--- src/rtl/seg_pkg.sv ---
// Shared constants for the seven-segment display driver: phase encodings,
// active-low glyph codes ({g,f,e,d,c,b,a}) and the converter state type.
package seg_pkg;

  localparam logic [1:0] SEL_MODE   = 2'd0;
  localparam logic [1:0] SEL_RUN    = 2'd1;
  localparam logic [1:0] SEL_RESULT = 2'd2;
  localparam logic [1:0] SEL_TARGET = 2'd3;

  localparam logic [6:0] GLYPH_0     = 7'b1000000;
  localparam logic [6:0] GLYPH_1     = 7'b1111001;
  localparam logic [6:0] GLYPH_2     = 7'b0100100;
  localparam logic [6:0] GLYPH_3     = 7'b0110000;
  localparam logic [6:0] GLYPH_4     = 7'b0011001;
  localparam logic [6:0] GLYPH_5     = 7'b0010010;
  localparam logic [6:0] GLYPH_6     = 7'b0000010;
  localparam logic [6:0] GLYPH_7     = 7'b1111000;
  localparam logic [6:0] GLYPH_8     = 7'b0000000;
  localparam logic [6:0] GLYPH_9     = 7'b0010000;
  localparam logic [6:0] GLYPH_E     = 7'b0000110;
  localparam logic [6:0] GLYPH_N     = 7'b0101011;
  localparam logic [6:0] GLYPH_H     = 7'b0001001;
  localparam logic [6:0] GLYPH_DASH  = 7'b0111111;
  localparam logic [6:0] GLYPH_BLANK = 7'b1111111;

  typedef enum logic [1:0] {
    CONV_LOAD,
    CONV_SHIFT,
    CONV_DONE
  } conv_state_t;

  // Decimal digit to glyph; anything above 9 renders blank.
  function automatic logic [6:0] digit_glyph(input logic [3:0] d);
    logic [6:0] g;
    case (d)
      4'd0:    g = GLYPH_0;
      4'd1:    g = GLYPH_1;
      4'd2:    g = GLYPH_2;
      4'd3:    g = GLYPH_3;
      4'd4:    g = GLYPH_4;
      4'd5:    g = GLYPH_5;
      4'd6:    g = GLYPH_6;
      4'd7:    g = GLYPH_7;
      4'd8:    g = GLYPH_8;
      4'd9:    g = GLYPH_9;
      default: g = GLYPH_BLANK;
    endcase
    return g;
  endfunction

  // Double-dabble correction step for one BCD nibble.
  function automatic logic [3:0] add3(input logic [3:0] n);
    return (n >= 4'd5) ? (n + 4'd3) : n;
  endfunction

endpackage

--- src/rtl/bin2bcd_seq.sv ---
// Free-running sequential double-dabble converter. One conversion every
// 16 cycles: LOAD captures the input, SHIFT runs 14 add-3/shift steps, DONE
// presents the finished result for one cycle with valid high.
module bin2bcd_seq
  import seg_pkg::*;
(
  input  logic        clk,
  input  logic        rst,
  input  logic [13:0] bin,
  output logic [15:0] bcd,
  output logic        ovf,
  output logic        valid
);

  conv_state_t state;
  logic [13:0] shift_reg;
  logic [13:0] captured;
  logic [15:0] acc;
  logic [15:0] acc_adj;
  logic [3:0]  step;

  // Add-3 correction applied to every nibble before each shift.
  always_comb begin
    acc_adj = {add3(acc[15:12]), add3(acc[11:8]), add3(acc[7:4]), add3(acc[3:0])};
  end

  // Converter FSM: LOAD -> SHIFT (14 cycles) -> DONE -> LOAD, forever.
  always_ff @(posedge clk or posedge rst) begin
    if (rst) begin
      state     <= CONV_LOAD;
      shift_reg <= '0;
      captured  <= '0;
      acc       <= '0;
      step      <= '0;
    end else begin
      case (state)
        CONV_LOAD: begin
          shift_reg <= bin;
          captured  <= bin;
          acc       <= '0;
          step      <= '0;
          state     <= CONV_SHIFT;
        end
        CONV_SHIFT: begin
          acc       <= {acc_adj[14:0], shift_reg[13]};
          shift_reg <= {shift_reg[12:0], 1'b0};
          step      <= step + 4'd1;
          if (step == 4'd13) state <= CONV_DONE;
        end
        CONV_DONE: begin
          state <= CONV_LOAD;
        end
        default: state <= CONV_LOAD;
      endcase
    end
  end

  assign bcd   = acc;
  assign ovf   = (captured > 14'd9999);
  assign valid = (state == CONV_DONE);

endmodule

--- src/rtl/seg_display_driver.sv ---
// Four-digit common-anode display driver: converts the game value to BCD,
// scans the digits, and renders mode letters, counts and the blinking result.
module seg_display_driver
  import seg_pkg::*;
#(
  parameter int REFRESH_TICKS = 100000,
  parameter int BLINK_TICKS   = 25000000
) (
  input  logic        clk,
  input  logic        rst,
  input  logic [1:0]  select,
  input  logic [1:0]  mode,
  input  logic [13:0] number,
  output logic [6:0]  seg,
  output logic        dp,
  output logic [3:0]  an
);

  localparam int RW = (REFRESH_TICKS > 1) ? $clog2(REFRESH_TICKS) : 1;
  localparam int BW = (BLINK_TICKS > 1) ? $clog2(BLINK_TICKS) : 1;

  logic [15:0]   conv_bcd;
  logic          conv_ovf;
  logic          conv_valid;
  logic [15:0]   disp;
  logic          disp_ovf;
  logic [RW-1:0] refresh_cnt;
  logic [1:0]    index;
  logic [BW-1:0] blink_cnt;
  logic          blink_dark;
  logic [3:0]    nibble;
  logic          leading_zero;
  logic [6:0]    glyph_next;
  logic [3:0]    an_next;

  bin2bcd_seq u_bin2bcd (
    .clk   (clk),
    .rst   (rst),
    .bin   (number),
    .bcd   (conv_bcd),
    .ovf   (conv_ovf),
    .valid (conv_valid)
  );

  // Display register: only updated with a completed conversion.
  always_ff @(posedge clk or posedge rst) begin
    if (rst) begin
      disp     <= '0;
      disp_ovf <= 1'b0;
    end else if (conv_valid) begin
      disp     <= conv_bcd;
      disp_ovf <= conv_ovf;
    end
  end

  // Digit scan: advance the digit index each time the refresh counter wraps.
  always_ff @(posedge clk or posedge rst) begin
    if (rst) begin
      refresh_cnt <= '0;
      index       <= 2'd0;
    end else if (refresh_cnt == RW'(REFRESH_TICKS - 1)) begin
      refresh_cnt <= '0;
      index       <= index + 2'd1;
    end else begin
      refresh_cnt <= refresh_cnt + 1'b1;
    end
  end

  // Blink phase runs only in the result phase; elsewhere it rests visible.
  always_ff @(posedge clk or posedge rst) begin
    if (rst) begin
      blink_cnt  <= '0;
      blink_dark <= 1'b0;
    end else if (select == SEL_RESULT) begin
      if (blink_cnt == BW'(BLINK_TICKS - 1)) begin
        blink_cnt  <= '0;
        blink_dark <= ~blink_dark;
      end else begin
        blink_cnt <= blink_cnt + 1'b1;
      end
    end else begin
      blink_cnt  <= '0;
      blink_dark <= 1'b0;
    end
  end

  // Glyph and anode selection for the digit currently being scanned.
  always_comb begin
    nibble       = disp[{index, 2'b00} +: 4];
    leading_zero = 1'b0;
    glyph_next   = GLYPH_BLANK;
    case (index)
      2'd3:    leading_zero = (disp[15:12] == 4'd0);
      2'd2:    leading_zero = (disp[15:8] == 8'd0);
      2'd1:    leading_zero = (disp[15:4] == 12'd0);
      default: leading_zero = 1'b0;
    endcase
    if (select == SEL_MODE) begin
      if (index == 2'd0) begin
        case (mode)
          2'd0:    glyph_next = GLYPH_E;
          2'd1:    glyph_next = GLYPH_N;
          2'd2:    glyph_next = GLYPH_H;
          default: glyph_next = GLYPH_DASH;
        endcase
      end
    end else if (disp_ovf) begin
      glyph_next = GLYPH_DASH;
    end else if (!leading_zero) begin
      glyph_next = digit_glyph(nibble);
    end
    an_next = ~(4'b0001 << index);
    if ((select == SEL_RESULT) && blink_dark) an_next = 4'b1111;
  end

  // Register anodes and cathodes together so they always agree.
  always_ff @(posedge clk or posedge rst) begin
    if (rst) begin
      an  <= 4'b1111;
      seg <= GLYPH_BLANK;
    end else begin
      an  <= an_next;
      seg <= glyph_next;
    end
  end

  assign dp = 1'b1;

endmodule

--- config.mk ---
export PLATFORM = sky130hd
export DESIGN_NAME = seg_display_driver
export DESIGN_NICKNAME = d
export VERILOG_FILES = /design/src/rtl/seg_pkg.sv /design/src/rtl/bin2bcd_seq.sv /design/src/rtl/seg_display_driver.sv
export SDC_FILE = /design/constraint.sdc
export NUM_CORES = 1
export LEC_CHECK = 0
export BUFFER_PORTS_ARGS = -buffer_cell sky130_fd_sc_hd__buf_4
export CORE_MARGIN = 2
export CORE_UTILIZATION = 50
export CTS_CLUSTER_DIAMETER = 50
export CTS_CLUSTER_SIZE = 14
export DETAILED_ROUTE_END_ITERATION = 16
export HOLD_SLACK_MARGIN = 0.02
export PLACE_DENSITY = 0.77
export SYNTH_ARGS = -nofsm -noshare
export SYNTH_HDL_FRONTEND = slang
export SYNTH_SLANG_ARGS = --single-unit
--- constraint.sdc ---
create_clock -name clk -period 4.1 [get_ports clk]
set_input_delay 0.82 -clock clk [delete_from_list [all_inputs] [get_ports clk]]
set_output_delay 0.82 -clock clk [all_outputs]
set_load 0.1 [all_outputs]
==> results <==
- The library cell contributing the largest single delay on the critical path is mux4_1.
- For this run the aggregate overflow at the end of global routing stands at 0.
- Setup violations remaining at the end of the flow were counted as 0.
- The number of rows in the core area is 39.
- Before antenna repair, the detailed router went through 5 iterations.
- After legalization and detailed placement, the total HPWL measured 7.63 mm.
- Setup repair after global routing left no endpoint under its margin.
- The max-slew violation count is 0.
- The worst setup path is of the register to register kind.
- The filler cell count in the final layout is 898.
- The cell count after synthesis came out at 562.
- The critical path's most frequent cell is inv_1.
- The tree built by TritonCTS fans out to 119 sinks.
- The CTS tree is done.
- The run finished with clean final reports.
- The final weighted congestion in routability-driven placement is 0.869.
- The number of clock buffers added by TritonCTS is 17.
- The worst voltage drop across the vdd grid is 0.483 mV.
- The worst min-delay path category is register to register.
- The period utilization is 56.0%.
- Measured along the y axis, the die boundary spans 113 um.
- The synthesized design contains 0 enable-type register cells.
- The first global-routing pass estimated 20.3 mm of wire.
- Clock tree synthesis selected as its root buffer the cell clkbuf_16.
- The clock passes through at most 2 buffers.
- After routing, the total negative slack on setup checks comes to 0 ns.
- The average cell area after synthesis is 10.5 um^2.
- The most frequent standard cell in the layout excluding fill and tap cells is dfrtp_1.
- The required arrival time at the worst endpoint is 4.41 ns.
- In the routed design, unresolved DRC markers number 0.
- The pin count of the biggest net entering global routing is 91.
- The horizontal extent of the die is 113 um.
- The peak fanout along the critical path is 8.
- The H-tree was split into 4 levels.
- The number of failing hold endpoints at the final stage is 0.
- The type of element launching the critical path is a register.
- The data arrival time of the critical path is 2.61 ns.
- The number of nets in the synthesized netlist is 608.
- The worst register-to-register path has a setup slack of 1.80 ns.
- The source-to-sink clock delay at the later pin of the worst-skew pair is 0.41 ns.
- The top-level I/O count is 32.
- The count of hold-fix buffers inserted at cts is 0.
- The number of cells upsized or downsized after cts is 0.
- The post-detailed-routing wire length is 11.4 mm.
- The post-synth design cell area is 5920 um^2.
- The headroom to the max-slew limit is 28.3%.
- The relative area change from synthesis to final layout is 16.0%.
- Walking the worst path, the cells encountered are mux4_1 > inv_1 > ha_1 > inv_1 > or3_2 > a32oi_1.
- The number of antenna cells inserted is 0.
- The number of setup buffers added after CTS is 0.
- In the routed layout, each cell is associated on average with a via count of 5.76.
- After synthesis, the netlist uses 51 different library cells.
- The flip-flop count of the largest register, all copies and words added is 25.
- The initial antenna violation count is 0.
- Across every metal layer, demand over resource in global routing totals 19.6%.
- The final setup skew is 0.0103 ns.
- More flip-flops sit in one register than any other, and that register is blink_cnt.
- The smallest clock period supported by the final layout is computed as 2.30 ns.
- The static leakage power is 3.05 nW.
- The sort of element at the end of the critical path is a register.
- In the layout the commonest cells are dfrtp_1 (108), nand2_1 (68), o21ai_0 (47), buf_4 (36), nor2_1 (31).
- For the pin with the worst max-slew slack, the measured transition is 1.08 ns.
- The sequential cell area fraction in the yosys report is 50.5%.
- In this run, synthesis produced a sequential element count of 119.
- The total power is 3.42 mW.
- The count of cells in the finished layout, fillers not included, comes to 750.
- The via count of the first global-routing pass is 4281.
- The floorplan step defined a core boundary enclosing 11500 um^2.
- Dividing total power by cell area gives a power density of 499 nW/um^2.
- The detail route stage leaves a number of antenna-violating nets equal to 0.
- For this run, the share of the core covered by cells in the final layout is 59.9%.
- The cell type group with the largest total delay on the critical path is multiplexers.
- Input and output buffers added on the ports amount to 30.
- The number of placed instances, taps included is 718.
- For this run, the leading register cell type out of synthesis is dfrtp_1.
- The via total after detailed routing is 4322.
- The maximum frequency from static timing analysis is 436 MHz.
- For this configuration, the core starts out at a cell density of 51.7%.
- For this block, the initial DRC count from the detailed router was 399.
- The share of synthesized registers carrying an async set or reset is 100%.
- After detailed routing, the average wire length per cell comes to 15.2 um.
- The die area is 12700 um^2.
- After clock tree synthesis, the clock-pin slew on the worst setup and hold paths is 0.05 ns.
- The number of max-cap violations is 0.
- Cells with a size suffix above 1 make up 18.6% of the layout.
- The largest registers in the layout are blink_cnt x25, refresh_cnt x17.
- Across all hold checks on the routed design, the worst slack comes to 0.474 ns.
- The count of yosys warnings during synthesis is 0.
- On the worst path, the slowest cell contributes a delay of 0.68 ns.
- The total number of nets in the final design is 640.
- The number of buffers and inverters on the critical path is 2.
final timing paths:
path,endpoint,startpoint,cells past startpoint
setup / recovery,seg[2],index[1],6
hold / removal,blink_cnt[0],blink_cnt[0],1
min in group asynchronous,refresh_cnt[1],rst,2
setup reg to reg,seg[2],index[1],6
hold reg to reg,blink_cnt[0],blink_cnt[0],1
max in group asynchronous,disp[4],rst,3
layer usage:
layer / share of wire (%) / vias to the layer above / GRT usage (%)
li1: - / 2072 / -
met1: 44 / 2132 / 25.8
met2: 50 / 103 / 31.7
met3: 4.4 / 15 / 5.84
met4: 1.2 / 0 / 5.85
met5: 0 / - / 0
synthesized netlist by cell type, types with 3 or more instances:
cell type | n | share of area, %
xor2_1 | 15 | 2.2
ha_1 | 26 | 5.5
nand2_1 | 68 | 4.3
or3_1 | 5 | 0.53
nand4_1 | 11 | 1.2
a22o_1 | 7 | 1.0
dfstp_2 | 11 | 4.9
nor2_1 | 31 | 2.0
and3_1 | 6 | 0.63
or4_1 | 12 | 1.5
o21ai_0 | 47 | 4.0
clkbuf_1 | 15 | 0.95
dfrtp_1 | 108 | 46
mux2i_1 | 18 | 3.0
nand3_1 | 18 | 1.5
nor4_1 | 5 | 0.53
nor3_1 | 6 | 0.51
xnor2_1 | 14 | 2.1
mux4_2 | 3 | 1.1
o31ai_1 | 15 | 1.9
buf_2 | 3 | 0.25
a21oi_1 | 24 | 2.0
inv_1 | 25 | 1.6
mux2_2 | 24 | 4.6
and4_1 | 5 | 0.74
nand2b_1 | 7 | 0.74
final cells by class:
| cell class | count | area (um^2) | area share [%] |
|---|---|---|---|
| sequential | 119 | 2990 | 43.5 |
| tap | 143 | 179 | 2.60 |
| clock inverter | 12 | 151 | 2.20 |
| clock buffer | 20 | 447 | 6.50 |
| timing repair buffer | 36 | 270 | 3.93 |
| inverter | 25 | 96.3 | 1.40 |
| multi-input combinational | 395 | 2740 | 39.8 |
through the flow:
step	setup slack, ns	instance area [um^2]
after floorplan	0.141	5920
after global placement	1.90	6270
after detailed placement	1.83	6270
after CTS	1.81	6870
after global routing	1.58	6870
final	1.80	6870
worst reg2reg max path: stages, from the launching register on:
cell and delay, ns:
dfrtp_1 0.54, mux4_1 0.69, inv_1 0.13, ha_1 0.15, inv_1 0.05, or3_2 0.46, a32oi_1 0.19
power breakdown:
| part | switching [mW] | internal [mW] | leakage, nW |
|---|---|---|---|
| clock | 0.527 | 0.970 | 0.290 |
| combinational | 0.384 | 0.182 | 1.24 |
| sequential | 0.0678 | 1.29 | 1.53 |
| total | 0.979 | 2.45 | 3.05 |
cell families (layout without fill, tap and decap cells):
family | after synthesis | after routing | synth area share, %
muxes | 46 | 46 | 9.19
other | 1 | 1 | 0.0633
AOI/OAI and AO/OA | 109 | 109 | 11.6
xor gates and xnor gates | 29 | 29 | 4.29
and+or+nand+nor | 184 | 184 | 15.4
adders and majority gates | 26 | 26 | 5.49
buffers and inverters | 48 | 93 | 3.42
DFF | 119 | 119 | 50.5
No activity file was read; power rests on OpenSTA's default activity.
